File: src/rtl/data_memory_sync.sv
// Clocked MIPS MEM-stage data memory: big-endian byte/half/word access, 1-cycle response, error pulse.
// Define DMEM_INIT_PATTERN_EN to preload word i = INIT_BASE + i*INIT_STEP after every reset.
module data_memory_sync #(
    parameter int unsigned DEPTH     = 16,
    parameter logic [31:0] INIT_BASE = 32'd5,
    parameter logic [31:0] INIT_STEP = 32'd5
) (
    input  logic        clk,
    input  logic        reset,
    input  logic        req_valid,
    output logic        req_ready,
    input  logic        mem_write,
    input  logic        mem_read,
    input  logic [1:0]  size,
    input  logic        load_unsigned,
    input  logic [31:0] address,
    input  logic [31:0] data_in,
    output logic        rd_valid,
    output logic [31:0] data_out,
    output logic        error
);

    localparam int unsigned IDX_W = (DEPTH > 1) ? $clog2(DEPTH) : 1;

    typedef enum logic {ST_INIT, ST_IDLE} state_t;

`ifdef DMEM_INIT_PATTERN_EN
    localparam state_t RESET_STATE = ST_INIT;
`else
    localparam state_t RESET_STATE = ST_IDLE;
`endif

    state_t            state_q, state_d;
    logic [IDX_W-1:0]  init_idx_q, init_idx_d;
    logic              req_ready_q, req_ready_d;
    logic              rd_valid_q, rd_valid_d;
    logic              error_q, error_d;
    logic [31:0]       data_out_q, data_out_d;
    logic [31:0]       mem_q [DEPTH];

    logic              accept;
    logic              req_err;
    logic              out_of_range;
    logic [1:0]        lane;
    logic [IDX_W-1:0]  mem_idx;
    logic [4:0]        byte_shift;
    logic [4:0]        half_shift;
    logic [31:0]       rd_word;
    logic [31:0]       byte_word;
    logic [31:0]       half_word;
    logic [31:0]       wr_word;
    logic [31:0]       load_val;
    logic              mem_we;
    logic [IDX_W-1:0]  mem_waddr;
    logic [31:0]       mem_wdata;

    assign accept    = req_valid & req_ready_q;
    assign req_ready = req_ready_q;
    assign rd_valid  = rd_valid_q;
    assign data_out  = data_out_q;
    assign error     = error_q;

    // Address decode, lane extraction and read-modify-write merge for the current request.
    always_comb begin
        lane         = address[1:0];
        out_of_range = (address[31:2] >= 30'(DEPTH));
        mem_idx      = address[IDX_W+1:2];
        req_err      = (mem_read == mem_write)
                     || (size == 2'b11)
                     || ((size == 2'b01) && address[0])
                     || ((size == 2'b10) && (address[1:0] != 2'b00))
                     || out_of_range;
        rd_word      = out_of_range ? '0 : mem_q[mem_idx];

        // Big-endian: lane 0 is the most significant byte, so shift by (3 - lane) bytes.
        byte_shift   = {~lane, 3'b000};
        half_shift   = {~lane[1], 4'b0000};
        byte_word    = rd_word >> byte_shift;
        half_word    = rd_word >> half_shift;

        load_val = rd_word;
        wr_word  = data_in;
        case (size)
            2'b00: begin
                load_val = load_unsigned ? {24'h0, byte_word[7:0]}
                                         : {{24{byte_word[7]}}, byte_word[7:0]};
                wr_word  = (rd_word & ~(32'h0000_00FF << byte_shift))
                         | ({24'h0, data_in[7:0]} << byte_shift);
            end
            2'b01: begin
                load_val = load_unsigned ? {16'h0, half_word[15:0]}
                                         : {{16{half_word[15]}}, half_word[15:0]};
                wr_word  = (rd_word & ~(32'h0000_FFFF << half_shift))
                         | ({16'h0, data_in[15:0]} << half_shift);
            end
            default: begin
                load_val = rd_word;
                wr_word  = data_in;
            end
        endcase
    end

    always_comb begin
        state_d     = state_q;
        init_idx_d  = init_idx_q;
        mem_we      = 1'b0;
        mem_waddr   = mem_idx;
        mem_wdata   = wr_word;
        req_ready_d = (state_q == ST_IDLE);
        rd_valid_d  = accept;
        error_d     = accept & req_err;
        data_out_d  = data_out_q;

        case (state_q)
            ST_INIT: begin
                mem_we    = 1'b1;
                mem_waddr = init_idx_q;
                mem_wdata = INIT_BASE + 32'(init_idx_q) * INIT_STEP;
                if (init_idx_q == IDX_W'(DEPTH - 1)) begin
                    state_d = ST_IDLE;
                end else begin
                    init_idx_d = init_idx_q + 1'b1;
                end
            end
            default: begin
                mem_we = accept & mem_write & ~req_err;
            end
        endcase

        if (accept) begin
            if (req_err) begin
                data_out_d = '0;
            end else if (mem_read) begin
                data_out_d = load_val;
            end
        end
    end

    always_ff @(posedge clk or posedge reset) begin
        if (reset) begin
            state_q     <= RESET_STATE;
            init_idx_q  <= '0;
            req_ready_q <= 1'b0;
            rd_valid_q  <= 1'b0;
            error_q     <= 1'b0;
            data_out_q  <= '0;
        end else begin
            state_q     <= state_d;
            init_idx_q  <= init_idx_d;
            req_ready_q <= req_ready_d;
            rd_valid_q  <= rd_valid_d;
            error_q     <= error_d;
            data_out_q  <= data_out_d;
        end
    end

    // Storage keeps its contents through reset; only INIT rewrites it.
    always_ff @(posedge clk) begin
        if (mem_we && !reset) begin
            mem_q[mem_waddr] <= mem_wdata;
        end
    end

endmodule

File: config.mk
export PLATFORM = sky130hd
export DESIGN_NAME = data_memory_sync
export DESIGN_NICKNAME = d
export VERILOG_FILES = /design/src/rtl/data_memory_sync.sv
export SDC_FILE = /design/constraint.sdc
export NUM_CORES = 1
export LEC_CHECK = 0
export ABC_CLOCK_PERIOD_IN_PS = 9700
export CAP_MARGIN = 30
export CORE_UTILIZATION = 45
export CTS_CLUSTER_SIZE = 24
export DETAILED_ROUTE_END_ITERATION = 10
export PLACE_DENSITY_LB_ADDON = 0.2
export RECOVER_POWER = 25
export SYNTH_ARGS = -nofsm -noshare
export SYNTH_HDL_FRONTEND = slang
export SYNTH_SLANG_ARGS = --single-unit
File: constraint.sdc
create_clock -name clk -period 9.7 [get_ports clk]
set_input_delay 2.425 -clock clk [delete_from_list [all_inputs] [get_ports clk]]
set_output_delay 2.425 -clock clk [all_outputs]
set_load 0.005 [all_outputs]
==> key figures, run 1 <==
Run status
  – Outcome: finished with violations
  – Failing checks: max-capacitance violations, max-slew violations

Cells and area
  – Post-Layout Inst Area: between 20,000 and 30,000 sq um
  – Ant. Diodes: 0
  – Most frequent cells in the layout: edfxtp_1 (512), mux4_2 (111), nand2_1 (108)
  – Layout fillers: between 4,000 and 5,000
  – Layout cells sized above 1: approximately a fifth
  – Most common cell after layout, fill and taps aside: edfxtp_1
  – Reg area: between 15,000 and 20,000 sq um
  – Synthesis-to-layout area growth: 16.0%
  – Nets@finish: 1,573
  – Multi-input logic area: between 6000 and 7000 sq um

Synth
  – EDFF count, synth: slightly above 500
  – Flops & latches, synth: approximately 550
  – Most used DFF post-synth: edfxtp_1
  – Count of different cell masters after synthesis: 74
  – Synth area leader: edfxtp_1
  – Post-synthesis sequential area ratio: between 70 and 80%
  – Synth area leaders: edfxtp_1 (66%), mux4_2 (11%), dfrtp_1 (4.2%), mux2i_1 (2.2%), nand2_1 (1.7%)
  – Syn_nets: approximately 1,400
  – Mapped Area: between 20,000 and 25,000 sq um
  – Synth Warn #: 0
  – Avg Synthesized Cell Area: 17.2 sq um
  – Async S/R FF share, synth: slightly above 7%
  – Post-Syn Instances: 1,355
  – Yosys top cell area share: about 66%

Power and ir drop
  – Cell Pwr Density: ~190 nW/um^2
  – Total Power Consumption: a little over 5000 uW
  – Worst vdd ir: around 0.14 mV
  – Leakage: around 0.0089 uW

GRT
  – Vias in the first global route: roughly 14,000
  – Largest net degree at the start of global routing: 52
  – Initial antenna violation count: 1
  – First-pass GRT wire length: 95,000 microns
  – Grt ovf: 0
  – Total GRT Usage: between 20% and 30%

Floorplan
  – Core area: 50,600 sq um
  – Die X: around 230 microns
  – Area of the die: around 53,000 sq um
  – Top Ports: 107
  – Core Rows: approximately 80
  – Die Y-Extent: about 230 microns
  – Initial Util: between 40 and 50%

Clock tree
  – Total CTS buffers: 57
  – CTS root buf: clkbuf_16
  – Clk sinks: roughly 550
  – Hold Buf Count CTS: 0
  – Post-cts sizing count: 0
  – Clock Latency Late Sink: slightly above 600 ps
  – CTS tree: built
  – Setup Buffers After CTS: 0
  – H-Tree Depth: 2
  – Worst-path clk slew: roughly 60 ps
  – CTS Buffer Depth: 3

Timing
  – F_max: about 0.14 GHz
  – Slew of the pin with the lowest slew margin: between 3000 and 4000 ps
  – Final Worst Setup Slack: between 2000 and 3000 ps
  – Final min period: a little over 7000 ps
  – Final worst path period share: 73.9%
  – Setup TNS: 0 ps
  – RSZ-0062 raised after global routing: false
  – Final Setup Violations: 0
  – Max_slew headroom: -104%
  – Final Skew: around 21 ps
  – Final hold violations: 0
  – Pins Over Slew Limit: 144

Setup path
  – Reg2reg start: req_ready_d
  – Worst path max stage delay: around 2200 ps
  – CP endpoint kind: flop
  – CP top delay family: buffers and inverters
  – Critical path's most frequent cell: nor2_1
  – R2r endpoint: mem_q[8][10]
  – Worst r2r path cells: 6
  – CP Cell Sequence: buf_4, clkbuf_1, mux2i_1, a22oi_1, a21oi_1, a211oi_1, mux2_2, nor2_1, nor2_1
  – Kind of critical path: in -> reg
  – Reg-to-reg slack, setup: roughly 4700 ps
  – CP Data Required Time: 9990 ps
  – Startpoint Class: primary input
  – CP Data Arrival Time: 7450 ps
  – Bufs and invs on worst path: 2
  – Slowest CP cell: clkbuf_1
  – Critical-path maximum fanout: 43

Place
  – Placed Area: about 25,000 sq um
  – Port buffer count: 106
  – DP Worst Slack: approximately 3400 ps
  – DPL Wire Length: between 40,000 and 50,000 microns
  – Final GP Congestion: approximately 0.9

Min path
  – Hold endpoint: data_out[16]
  – Hold Crit Depth: 2
  – Hold crit path type: reg -> reg
  – HP Start: data_out[16]

Drt
  – DRT Pass-1 Iters: 6
  – Routed wire per std cell: 29.4 microns
  – Detail Route Antenna Nets: 0
  – DRC Markers: 0
  – Initial drt markers: 1,654
  – Routed vias/inst: roughly 6.2
  – Final wirelength: 65,000 microns
  – Vias: ~14,000

Run
  – # Max-Cap Violations: 4
area by class of cell:
| cell class | instances | area share [%] |
|---|---|---|
| flip-flops and latches | 552 | 60.7 |
| inverters | 10 | 0.139 |
| clock buffers | 79 | 5.75 |
| well taps | 672 | 3.12 |
| multi-input cells | 709 | 23.9 |
| repair buffers | 162 | 5.36 |
| clock inverters | 29 | 1.03 |
routing by layer:
metal | part of all wire [%] | global-route usage [%]
met5 | 0 | 0
met4 | 3.1 | 8.29
met3 | 8.8 | 4.39
met2 | 45 | 37.6
met1 | 43 | 37.2
power breakdown:
group	leakage [uW]	switching [uW]	internal (uW)
combinational	0.00293	199	118
clock	0.000878	900	1250
sequential	0.00511	0.0684	2620
total	0.00892	1100	3990
flip-flops by register name, indices dropped and copies added (netlist names):
signal / cells
req_ready_d: 1
data_out: 32
rd_valid: 1
init_idx_q: 4
mem_q: 512
error: 1
req_ready: 1
through the flow:
step | utilization (%) | instances | hold slack [ps]
after detailed placement | 49.8 | 2100 | 466
after floorplan | - | 1355 | 388
after CTS | 53.5 | 2208 | 477
after global routing | 53.3 | 2213 | 512
after global placement | 49.6 | 2087 | 463
final | 53.3 | 2213 | 469
worst reg2reg max path, cell delays in order, from the launching register on:
cell	delay, ps
dfstp_1	1350
clkbuf_1	1030
nand2_1	190
o31ai_1	150
nand2_1	250
nor2_1	1130
buf_4	590
worst max path at each step:
| stage | cells after the start | startpoint | endpoint | slack [ps] |
|---|---|---|---|---|
| after CTS | 9 | address[3] | mem_q[6][11] | 4020 |
| after global placement | 9 | address[3] | mem_q[6][9] | 3380 |
| after detailed placement | 9 | address[3] | mem_q[7][11] | 3360 |
| final | 9 | address[4] | mem_q[4][23] | 2530 |
| after floorplan | 9 | address[19] | mem_q[0][0] | 3700 |
| after global routing | 9 | address[3] | mem_q[8][10] | 2130 |
cells by family after synthesis:
| logic type | after synthesis | synth area share, % |
|---|---|---|
| flip-flops | 552 | 70.5 |
| AND/OR/NAND/NOR | 259 | 5.22 |
| AO/OA/AOI/OAI | 258 | 7.64 |
| buffers and inverters | 94 | 2.22 |
| adder cells (fa/ha/maj) | 9 | 0.484 |
| multiplexers | 178 | 13.8 |
| XOR/XNOR | 5 | 0.188 |
Yosys cell counts, types with 14 or more instances:
cell type  number
edfxtp_1      512
mux4_2        111
nand2_1       108
a21oi_1        62
nor2_1         60
mux2i_1        50
o21ai_0        48
dfrtp_1        39
clkbuf_1       36
a22oi_1        31
and2_1         25
buf_2          18
mux2_2         16
nand3_1        14
nor2b_1        14
No activity file was read; power rests on OpenSTA's default activity.
==> run 2: changes to the inputs <==
--- a/config.mk
+++ b/config.mk
@@ -5,7 +5,7 @@
 export SDC_FILE = /design/constraint.sdc
 export NUM_CORES = 1
 export LEC_CHECK = 0
-export ABC_CLOCK_PERIOD_IN_PS = 9700
+export ABC_CLOCK_PERIOD_IN_PS = 6400
 export CAP_MARGIN = 30
 export CORE_UTILIZATION = 45
 export CTS_CLUSTER_SIZE = 24
==> constraint.sdc (replaced) <==
create_clock -name clk -period 6.4 [get_ports clk]
set_input_delay 1.6 -clock clk [delete_from_list [all_inputs] [get_ports clk]]
set_output_delay 1.6 -clock clk [all_outputs]
set_load 0.005 [all_outputs]
==> key figures, run 2 (same netlist as run 1, synthesis figures left out) <==
Power and ir drop
  – Cell Pwr Density: 286 nW/um^2 (+52%)
  – Leakage: 0.00902 uW (+1.1%)
  – Worst vdd ir: 0.258 mV (+81%)
  – Total Power Consumption: 7780 uW (+53%)

Drt
  – DRC Markers: 0 (unchanged)
  – DRT Pass-1 Iters: 5 (-1)
  – Initial drt markers: 1,534 (-7.3%)
  – Routed wire per std cell: 29.7 microns (+1.2%)
  – Final wirelength: 66,100 microns (+1.7%)
  – Vias: 13,800 (+0.39%)
  – Detail Route Antenna Nets: 0 (unchanged)
  – Routed vias/inst: 6.21 (-0.10%)

Clock tree
  – H-Tree Depth: 2 (unchanged)
  – Setup Buffers After CTS: 0 (unchanged)
  – CTS tree: built
  – Worst-path clk slew: 60 ps (about the same)
  – CTS Buffer Depth: 3 (unchanged)
  – CTS root buf: clkbuf_16
  – Hold Buf Count CTS: 0 (unchanged)
  – Clock Latency Late Sink: 630 ps (about the same)
  – Post-cts sizing count: 0 (unchanged)
  – Clk sinks: 552 (unchanged)
  – Total CTS buffers: 55 (-3.5%)

GRT
  – Initial antenna violation count: 1 (unchanged)
  – Largest net degree at the start of global routing: 49 (-5.8%)
  – Vias in the first global route: 13,600 (-0.24%)
  – Total GRT Usage: 25.3% (+0.18 points)
  – Grt ovf: 0 (unchanged)
  – First-pass GRT wire length: 95,300 microns (+0.31%)

Place
  – DPL Wire Length: 41,300 microns (+2.7%)
  – Placed Instances: 2,119 (+0.90%)
  – Port buffer count: 106 (unchanged)
  – DP Worst Slack: 1110 ps (-2250 ps)
  – Final GP Congestion: 0.885 (-1.8%)

Timing
  – Final hold violations: 0 (unchanged)
  – Hold Slack: 474 ps (+4.92 ps)
  – Max_slew headroom: -54.5% (+49 points)
  – Slew of the pin with the lowest slew margin: 2320 ps (-742 ps)
  – Final Skew: 17.4 ps (-3.50 ps)
  – RSZ-0062 raised after global routing: false
  – Final worst path period share: 83.4%
  – Final min period: ~5300 ps
  – F_max: roughly 0.19 GHz
  – Final Worst Setup Slack: 1060 ps (-1480 ps)
  – Pins Over Slew Limit: 84 (-42%)
  – Setup TNS: 0 ps (unchanged)
  – Final Setup Violations: 0 (unchanged)

Run status
  – Outcome: finished with violations
  – Failing checks: max-capacitance violations, max-slew violations

Cells and area
  – Nets@finish: 1,586 (+0.83%)
  – Top reg by flops: mem_q
  – Ant. Diodes: 0 (unchanged)
  – Non-filler cells, final: 2,224 (+0.50%)
  – Layout fillers: 4,039 (+0.12%)
  – Multi-input logic area: 6450 sq um (+0.35%)
  – Most frequent cells in the layout: edfxtp_1 (512), mux4_2 (111), nand2_1 (108)
  – Largest register FFs: 512 (unchanged)
  – Layout cells sized above 1: 19.8% (+1.1 points)
  – Most common cell after layout, fill and taps aside: edfxtp_1
  – Synthesis-to-layout area growth: 16.9%
  – Reg area: 16,400 sq um (unchanged)

Floorplan
  – Area of the die: 52,600 sq um (unchanged)
  – Initial Util: 46.0% (unchanged)
  – Top Ports: 107 (unchanged)
  – Die X: 229 microns (unchanged)
  – Die Y-Extent: 229 microns (unchanged)
  – Core Rows: 82 (unchanged)
  – Core area: 50,600 sq um (unchanged)

Setup path
  – Critical-path maximum fanout: 48 (+12%)
  – Worst r2r path cells: 5 (-1)
  – Slowest CP cell: clkbuf_2
  – CP Data Required Time: 6720 ps (-3270 ps)
  – Worst path max stage delay: 1230 ps (-970 ps)
  – CP Cell Sequence: clkbuf_2, clkbuf_2, nor2b_1, a22oi_1, o31a_1, nor3_1, a21oi_1, a21oi_1, clkbuf_1
  – CP Data Arrival Time: 5660 ps (-1790 ps)
  – Reg-to-reg slack, setup: 2300 ps (-2350 ps)
  – Kind of critical path: in -> reg
  – R2r endpoint: mem_q[3][2]
  – Reg2reg start: req_ready_d
  – CP endpoint kind: flop
  – Startpoint Class: primary input
  – Crit path from: address[4]

Run
  – # Max-Cap Violations: 2 (-2)

Min path
  – Hold crit path type: reg -> reg
  – Hold Crit Depth: 2 (unchanged)
  – HP Start: data_out[17]
  – Hold endpoint: data_out[17]
run 2: cell count changes in the layout (fill, tap and decap cells not counted), sizes merged:
cell and delta:
clkinv +6, buf +8, bufinv +2, clkinvlp -3, clkbuf -2
run 2: worst max path at each step:
| stage | cells past startpoint | endpoint |
|---|---|---|
| 2_1_floorplan | 9 | mem_q[12][0] |
| 3_3_place_gp | 10 | mem_q[10][10] |
| 3_5_place_dp | 10 | mem_q[10][27] |
| 4_1_cts | 10 | mem_q[10][5] |
| 5_1_grt | 9 | mem_q[15][5] |
| 6_report | 9 | mem_q[10][5] |
run 2: final cells by class:
cell class	count	area share (%)
clock inverter	34	1.44
clock buffer	70	5.42
tap	672	3.09
timing repair buffer	177	5.90
sequential	552	60.3
inverter	10	0.138
multi-input combinational	709	23.7
run 2: worst max-delay path: cells and delay by family:
family,cells,cell delay [ps]
AND/OR/NAND/NOR,2,760
buffers and inverters,3,2620
AO/OA/AOI/OAI,4,640
run 2: power by group:
group	leakage, uW	total (uW)	switching (uW)	internal (uW)
Combinational	0.00300	483	306	178
Sequential	0.00511	3970	0.150	3970
Clock	0.000909	3320	1400	1920
run 2: through the flow:
stage | area (sq um) | utilization (%)
finish | 27200 | 53.7
global route | 27200 | 53.7
CTS | 27300 | 53.9
detailed placement | 25400 | 50.2
global placement | 25400 | 50.1
floorplan | 23200 | -
run 2: layer usage:
layer	share of wire, %	track usage (%)
met1	41	35.6
met5	0	0
met4	4.4	9.23
met3	8.6	5.47
met2	46	38.8
==> run 3: changes to the inputs <==
--- a/config.mk
+++ b/config.mk
@@ -5,7 +5,7 @@
 export SDC_FILE = /design/constraint.sdc
 export NUM_CORES = 1
 export LEC_CHECK = 0
-export ABC_CLOCK_PERIOD_IN_PS = 6400
+export ABC_CLOCK_PERIOD_IN_PS = 5100
 export CAP_MARGIN = 30
 export CORE_UTILIZATION = 45
 export CTS_CLUSTER_SIZE = 24
==> constraint.sdc (replaced) <==
create_clock -name clk -period 5.1 [get_ports clk]
set_input_delay 1.275 -clock clk [delete_from_list [all_inputs] [get_ports clk]]
set_output_delay 1.275 -clock clk [all_outputs]
set_load 0.005 [all_outputs]
==> key figures, run 3 (same netlist as run 1, synthesis figures left out) <==
Floorplan
  – Initial Util: 46.0% (unchanged)
  – Die X: 229 microns (unchanged)
  – Core area: 50,600 sq um (unchanged)
  – Area of the die: 52,600 sq um (unchanged)
  – Top Ports: 107 (unchanged)
  – Core Rows: 82 (unchanged)
  – Die Y-Extent: 229 microns (unchanged)

Drt
  – DRT Pass-1 Iters: 6 (+1)
  – Detail Route Antenna Nets: 0 (unchanged)
  – Vias: 13,800 (-0.18%)
  – Routed vias/inst: 6.11 (-1.6%)
  – Initial drt markers: 1,676 (+9.3%)
  – Routed wire per std cell: 29.8 microns (+0.27%)
  – Final wirelength: 67,200 microns (+1.8%)
  – DRC Markers: 0 (unchanged)

Min path
  – Hold crit path type: reg -> reg
  – HP Start: data_out[15]
  – Hold endpoint: data_out[15]
  – Hold Crit Depth: 1 (-1)

Setup path
  – Reg-to-reg slack, setup: 1960 ps (-340 ps)
  – Worst r2r path cells: 9 (+4)
  – Critical-path maximum fanout: 34 (-29%)
  – Kind of critical path: in -> reg
  – R2r endpoint: mem_q[12][5]
  – Reg2reg start: init_idx_q[1]
  – CP Data Required Time: 5640 ps (-1080 ps)
  – CP Data Arrival Time: 5020 ps (-640 ps)
  – Startpoint Class: primary input
  – CP endpoint kind: flop

Clock tree
  – Worst-path clk slew: 60 ps (about the same)
  – CTS Buffer Depth: 3 (unchanged)
  – Total CTS buffers: 55 (unchanged)
  – CTS tree: built
  – Setup Buffers After CTS: 0 (unchanged)
  – CTS root buf: clkbuf_16
  – Clock Latency Late Sink: 620 ps (about the same)
  – H-Tree Depth: 2 (unchanged)
  – Post-cts sizing count: 0 (unchanged)
  – Clk sinks: 552 (unchanged)
  – Hold Buf Count CTS: 0 (unchanged)

Cells and area
  – Multi-input logic area: 6460 sq um (+0.17%)
  – Layout fillers: 4,028 (-0.27%)
  – Layout cells sized above 1: 21.7% (+1.9 points)
  – Non-filler cells, final: 2,257 (+1.5%)
  – Synthesis-to-layout area growth: 18.3%
  – Post-Layout Inst Area: 27,500 sq um (+1.2%)
  – Top reg by flops: mem_q
  – Reg area: 16,400 sq um (unchanged)
  – Nets@finish: 1,621 (+2.2%)
  – Most common cell after layout, fill and taps aside: edfxtp_1
  – Largest register FFs: 512 (unchanged)
  – Most frequent cells in the layout: edfxtp_1 (512), mux4_2 (111), nand2_1 (108)

Power and ir drop
  – Leakage: 0.00918 uW (+1.8%)
  – Worst vdd ir: 0.258 mV (about the same)
  – Cell Pwr Density: 350 nW/um^2 (+22%)

Timing
  – Setup TNS: 0 ps (unchanged)
  – Final Worst Setup Slack: 623 ps (-437 ps)
  – Max_slew headroom: -24.2% (+30 points)
  – F_max: about 0.22 GHz
  – RSZ-0062 raised after global routing: false
  – Final Setup Violations: 0 (unchanged)
  – Final hold violations: 0 (unchanged)
  – Final worst path period share: between 80 and 90%
  – Hold Slack: 472 ps (-2.13 ps)
  – Pins Over Slew Limit: 31 (-63%)
  – Final Skew: 30.6 ps (+13.2 ps)
  – Slew of the pin with the lowest slew margin: 1860 ps (-454 ps)
  – Final min period: 4480 ps

Place
  – DP Worst Slack: 323 ps (-786 ps)
  – Placed Area: 25,800 sq um (+1.6%)
  – Final GP Congestion: 0.933 (+5.4%)
  – DPL Wire Length: 46,400 microns (+12%)
  – Port buffer count: 106 (unchanged)
  – Placed Instances: 2,154 (+1.7%)

Run status
  – Outcome: finished with violations
  – Failing checks: max-capacitance violations, max-slew violations

Run
  – # Max-Cap Violations: 1 (-1)

GRT
  – Initial antenna violation count: 2 (+1)
  – Vias in the first global route: 13,700 (+1.1%)
  – Total GRT Usage: 26.0% (+0.72 points)
  – First-pass GRT wire length: 97,000 microns (+1.8%)
  – Largest net degree at the start of global routing: 49 (unchanged)
  – Grt ovf: 0 (unchanged)
## run 3: final cells by class
type	count	area share, %
sequential	552	59.6
multi-input combinational	709	23.5
timing repair buffer	212	7.29
clock buffer	67	5.24
tap	672	3.06
clock inverter	34	1.20
inverter	10	0.136
antenna	1	0.00910
## run 3: metal layers
metal  vias to the layer above  GRT usage [%]  share of wire, %
met4                         2           11.6               4.4
met1                      7129           34.2                39
met2                       642           42.3                49
met5                         -              0             0.019
met3                       139           4.67               7.3
li1                       5867              -                 -
## run 3: worst max-delay path by stage
stage                startpoint       endpoint  slack [ps]
CTS                 address[19]   mem_q[12][8]        1070
floorplan           address[19]   mem_q[12][0]         250
detailed placement  address[19]   mem_q[15][8]         320
global placement    address[19]    mem_q[3][2]         490
finish              address[19]    data_out[9]         620
global route         address[2]  mem_q[14][12]         400
## run 3: through the flow
stage                     util [%]  total power [uW]
after global routing          54.4              9880
final                         54.4              9630
after global placement        51.0              5740
after CTS                     54.5              9710
after floorplan                  -              5440
after detailed placement      51.0              5750
## run 3: report_power, final
part	total [uW]	internal, uW	switching [uW]
Clock	3990	2270	1720
Sequential	4990	4990	0.156
Combinational	656	238	418
## run 3: worst max-delay path, stage by stage
cell,delay [ps]
dlygate4sd3_1,530
or4_1,560
nor3_1,260
nand2_1,340
buf_4,330
o31ai_1,1130
buf_12,290
a22oi_1,120
a21oi_1,150
